File: src/rtl/pc_ctrl.sv
// Fetch PC sequencer with delayed-redirect capture for the branch delay slot.
// Define PC_CTRL_EXC_EN to enable exc_req/eret_req/epc handling and f_adel.
module pc_ctrl #(
  parameter logic [31:0] RESET_PC   = 32'h0000_3000,
  parameter logic [31:0] EXC_VECTOR = 32'h0000_4180,
  parameter logic [31:0] IMEM_LO    = 32'h0000_3000,
  parameter logic [31:0] IMEM_HI    = 32'h0000_6FFC
) (
  input  logic        clk,
  input  logic        reset,
  input  logic        stall,
  input  logic        imem_ready,
  input  logic        d_redirect,
  input  logic [31:0] d_target,
  input  logic        exc_req,
  input  logic        eret_req,
  input  logic [31:0] epc,
  output logic [31:0] f_pc,
  output logic [31:0] npc,
  output logic        f_adel,
  output logic        pend_valid
);

  logic [31:0] r_f_pc;
  logic        r_pend_valid;
  logic [31:0] r_pend_tgt;

  logic        w_adv;
  logic        w_acc;
  logic        w_exc;
  logic        w_eret;
  logic [31:0] w_epc;
  logic [31:0] w_npc;

  assign w_adv = ~stall & imem_ready;
  assign w_acc = d_redirect & ~stall;

`ifdef PC_CTRL_EXC_EN
  assign w_exc  = exc_req;
  assign w_eret = eret_req;
  assign w_epc  = epc;
  assign f_adel = (r_f_pc[1:0] != 2'b00)
                | (r_f_pc < IMEM_LO)
                | (r_f_pc > IMEM_HI);
`else
  logic w_unused;
  assign w_unused = ^{exc_req, eret_req, epc};
  assign w_exc  = 1'b0;
  assign w_eret = 1'b0;
  assign w_epc  = 32'h0;
  assign f_adel = 1'b0;
`endif

  // Delay slot: a redirect only lands once the slot fetch completes.
  always_comb begin
    w_npc = r_f_pc;
    if (reset)
      w_npc = RESET_PC;
    else if (w_exc)
      w_npc = EXC_VECTOR;
    else if (w_eret)
      w_npc = w_epc;
    else if (w_adv) begin
      if (r_pend_valid)
        w_npc = r_pend_tgt;
      else if (w_acc)
        w_npc = d_target;
      else
        w_npc = r_f_pc + 32'd4;
    end
  end

  always_ff @(posedge clk) begin
    r_f_pc <= w_npc;
  end

  // First captured target wins until it is consumed.
  always_ff @(posedge clk) begin
    if (reset) begin
      r_pend_valid <= 1'b0;
      r_pend_tgt   <= 32'h0;
    end else if (w_exc | w_eret) begin
      r_pend_valid <= 1'b0;
    end else if (w_adv & r_pend_valid) begin
      r_pend_valid <= 1'b0;
    end else if (w_acc & ~imem_ready & ~r_pend_valid) begin
      r_pend_valid <= 1'b1;
      r_pend_tgt   <= d_target;
    end
  end

  assign f_pc       = r_f_pc;
  assign npc        = w_npc;
  assign pend_valid = r_pend_valid;

endmodule

File: config.mk
export PLATFORM = sky130hd
export DESIGN_NAME = pc_ctrl
export DESIGN_NICKNAME = d
export VERILOG_FILES = /design/src/rtl/pc_ctrl.sv
export SDC_FILE = /design/constraint.sdc
export NUM_CORES = 1
export LEC_CHECK = 0
export CORE_MARGIN = 4
export CORE_UTILIZATION = 45
export CTS_BUF_LIST = sky130_fd_sc_hd__clkbuf_16
export DETAILED_ROUTE_END_ITERATION = 8
export PLACE_DENSITY = 0.8
export SETUP_SLACK_MARGIN = 0.3
export SLEW_MARGIN = 10
export SYNTH_ARGS = -nofsm -noshare
export SYNTH_HDL_FRONTEND = slang
export SYNTH_SLANG_ARGS = --single-unit
File: constraint.sdc
create_clock -name clk -period 3 [get_ports clk]
set_clock_uncertainty 0.2 [all_clocks]
set_input_delay 0.6 -clock clk [delete_from_list [all_inputs] [get_ports clk]]
set_output_delay 0.6 -clock clk [all_outputs]
set_load 0.1 [all_outputs]
==> impl_results.rst <==
.. list-table::
   :header-rows: 1

   * - Metric
     - Value
   * - Ports placed on the boundary
     - 137
   * - PortBufs
     - 101
   * - Core Rows
     - 32
   * - Xor and xnor fraction of the mapped netlist area
     - 1.944%
   * - Synthesized-area fraction occupied by and/or/nand/nor cells
     - 28.40%
   * - Portion of the post-synthesis area used by sequential elements
     - 36.11%
   * - Actual slew at the worst max-slew pin
     - 0.5205 ns
   * - Clk network pwr share
     - 34.3%
   * - Portion of the clock cycle consumed by the worst path in the final layout
     - 106.9%
   * - Metal3 WL
     - 2505 um
   * - CTS tree
     - built
   * - Slowest cell on crit path
     - sky130_fd_sc_hd__a2111oi_4
   * - Series of cell instances along the critical path
     - nand4_1, buf_4, nor4_4, nand4_1, a2111oi_4, buf_12
   * - Crit-path most repeated cell
     - sky130_fd_sc_hd__nand4_1
   * - Total number of nets in the final design
     - 743
   * - Hpwl dp
     - 9268 um
   * - Overflow left after global routing
     - 0
   * - Class of the most critical setup path
     - reg2out
   * - Top post-synthesis cells by area
     - sky130_fd_sc_hd__dfxtp_1 (36%), sky130_fd_sc_hd__nand2_1 (10%), sky130_fd_sc_hd__a21oi_1 (8.3%)
   * - Fill cell instance count of the final layout
     - 261
   * - Worst path arrival time
     - 2.41 ns
   * - Worst IR drop on VDD
     - 477.3 uV
   * - Area of combinational cells with multiple inputs
     - 2980 um2
   * - Antenna Diode Count
     - 0
   * - Pwr dens
     - 427.0 nW/um2
   * - Remaining antenna violation count
     - 0
   * - Maximum number of pins on one net before global-route repair
     - 27
   * - Relative area change from synthesis to final layout
     - 97.85%
   * - Count of mapped cells out of synthesis
     - 484
   * - Clock transition at the registers of the reported paths
     - 0.06 ns
   * - Final Setup Violations
     - 9
   * - Sequential standard cell area
     - 1405 um2
   * - Total clock buffers created by CTS
     - 9
   * - Post-synthesis area per instance
     - 7.445 um2
   * - DRT Wirelength
     - 20,220 um
   * - Effective utilization at floorplan
     - 46.39%
   * - H-tree depth
     - 3
   * - Syn Std Cell Area
     - 3603 um2
   * - Cell with the most instances after synthesis
     - sky130_fd_sc_hd__nand2_1
   * - Number of flip-flops and latches in the synthesized netlist
     - 65
   * - Yosys cell types
     - 65
   * - Share of cell area taken by muxes after synthesis
     - 0.8681%
   * - Global Route Usage Sum
     - 32.01%
   * - Number of antenna violations at the first check in global routing
     - 0
   * - Leading register cell type out of synthesis
     - sky130_fd_sc_hd__dfxtp_1
   * - RSZ-0062 raised after global routing
     - true
   * - Combinational family with the most area after synthesis
     - simple AND/OR/NAND/NOR gates
   * - Share of the synthesized area in the top cell type
     - 36.11%
   * - Most instantiated cells after synthesis
     - sky130_fd_sc_hd__nand2_1 (99), sky130_fd_sc_hd__dfxtp_1 (65), sky130_fd_sc_hd__a21oi_1 (60), sky130_fd_sc_hd__nor2_1 (45), sky130_fd_sc_hd__clkbuf_1 (25)
   * - Worst reg2reg setup slack
     - 0.72 ns
   * - Warning count from the yosys run
     - 0
   * - Highest metal used
     - met4
   * - DP Worst Slack
     - -0.4212 ns
   * - Max cap viols
     - 0
   * - Global-route wire length before repair
     - 24,550 um
   * - Vias per Instance
     - 6.880
   * - Met1 Routed Length
     - 6939 um
   * - Switching power
     - 1156 uW
   * - Result of the run
     - complete, but fails checks
   * - Worst Path Required
     - 2.20 ns
   * - Standard cell core area
     - 7767 um2
   * - Final GP Congestion
     - 0.8646
   * - Sw frac
     - 37.97%
   * - Type of the worst min-delay path
     - reg2reg
   * - Number of cells in the design after placement
     - 689
   * - Met2 Routed Length
     - 9042 um
   * - Sort of element at the start of the critical path
     - register
   * - Clock Sink Count
     - 65
   * - Final count of pins violating max slew
     - 0
   * - Relative max-transition margin
     - 65.30%
   * - Yosys top cell by area
     - sky130_fd_sc_hd__dfxtp_1
   * - Ratio of cells with drive above 1 in the final layout
     - 50.74%
   * - Number of synthesized flops with an enable pin
     - 0
   * - Fraction of power consumed by sequential logic
     - 31.1%
   * - Worst skew pair latency
     - 0.34 ns
   * - Hold bufs inserted after CTS
     - 0
   * - Part of the total power dissipated in combinational logic
     - 34.6%
   * - First-pass DRT Iterations
     - 8
   * - Critical-path maximum fanout
     - 5
   * - Die extent in x
     - 97.49 um
   * - Cell chosen for the clock root
     - sky130_fd_sc_hd__clkbuf_16
   * - Detailed-route DRC error count
     - 0
   * - Final worst path period need
     - 3.208 ns
   * - Non-filler cells in the finished layout
     - 778
   * - Detailed router's first-iteration violation count
     - 667
   * - Delay contributed by the slowest stage of the critical path
     - 0.54 ns
   * - Kind of end point of the critical path
     - output pin
   * - CTS Buffer Depth
     - 2
   * - Ys async rst share
     - 0%
   * - Via count of the first global-routing pass
     - 4,698
   * - Max Clk Rate
     - 311.7 MHz
   * - Die area
     - 9503 um2
   * - Height of the die
     - 97.49 um
   * - Compound-Gate Fraction of Synth Area
     - 26.18%
   * - Detailed-route wire length per cell
     - 25.98 um
   * - Internal power consumption
     - 1889 uW
   * - Final Hold Fails
     - 0
   * - Total nets after synthesis
     - 556
   * - Failing checks
     - negative setup slack
   * - Share of synthesized cell area in full adder, half adder and majority cells
     - 0.3472%
   * - Via total after detailed routing
     - 5,353
   * - Lkg Pwr
     - 0.002660 uW
   * - Final critical-path setup slack
     - -0.2079 ns
-- cell type report --
type	count	share of cell area [%]
clock buffers	9	3.159
clock inverters	7	0.8073
inverters	5	0.2633
multi-input cells	374	41.80
flip-flops and latches	65	19.71
well taps	102	1.790
repair buffers	216	32.47
-- metal layers --
metal	up-vias	GRT usage, %
met5	-	0
met4	0	19.60
met3	191	5.599
met2	577	54.72
met1	2472	36.95
li1	2113	-
-- path summary, 6_finish.rpt --
kind,startpoint,to,cells after the start
worst max-delay path,f_pc[18],npc[30],6
worst min-delay path,r_pend_tgt[7],r_pend_tgt[7],2
worst max register to register,f_pc[18],f_pc[30],6
worst min register to register,r_pend_tgt[7],r_pend_tgt[7],2
-- what timing repair did --
item,CTS,global route
hold endpoints to repair,0,0
endpoints found under the setup margin,32,32
pin swaps,35,41
resized for setup,68,65
setup buffers,30,40
gates cloned,2,1
-- cells in the final DEF (no fill, tap or decap), drive strengths merged, types with 3 or more instances in the layout --
cell	count
a221oi	4
and2	3
nand3	12
a31oi	6
clkbuf	10
nor4	4
a31o	4
clkdlybuf4s50	31
a311oi	7
a211oi	13
dfxtp	65
nand2	99
xor2	5
nand2b	5
a221o	3
o21ai	23
o22ai	3
nand4	8
o21bai	3
inv	8
a21oi	60
or3	3
xnor2	3
and3	6
nor2	46
nor3	15
a2111oi	3
buf	183
-- state kept, by name, indices dropped and copies added, names as in the netlist --
register,count
r_pend_tgt,32
pend_valid,1
f_pc,32
-- kinds of logic (layout without fill, tap and decap cells) --
family	Yosys count	in the layout
buffers and inverters	46	237
DFF	65	65
xor gates and xnor gates	8	8
muxes	3	3
and+or+nand+nor	214	215
AOI/OAI and AO/OA	146	146
other	1	1
adders and majority gates	1	1
-- through the flow --
step           hold slack [ns]  TNS, ns  cell area (um2)  utilization, %  total power (uW)
2_1_floorplan           0.2362   -1.588             4343               -              1576
3_3_place_gp            0.2416   -6.327             5759           74.15              1837
3_5_place_dp            0.2494   -6.687             5759           74.15              1853
4_1_cts                 0.2566        0             6500           83.68              2892
5_1_grt                 0.2877   -1.598             7129           91.78              3103
6_report                0.2574  -0.6168             7129           91.78              3045
-- power groups by stage --
stage / clock [uW] / sequential (uW) / combinational, uW
6_report: 1040 / 947 / 1050
5_1_grt: 1080 / 950 / 1080
4_1_cts: 1010 / 943 / 936
3_5_place_dp: 0 / 962 / 890
3_3_place_gp: 0 / 960 / 877
2_1_floorplan: 0 / 1120 / 454
-- worst max-delay path: cells and delay by family, from the launching register on --
kind | cells | cell delay, ns
AO/OA/AOI/OAI | 1 | 0.54
buffers and inverters | 2 | 0.46
flip-flops | 1 | 0.38
AND/OR/NAND/NOR | 3 | 0.69
(Power assumes the default switching activity.)
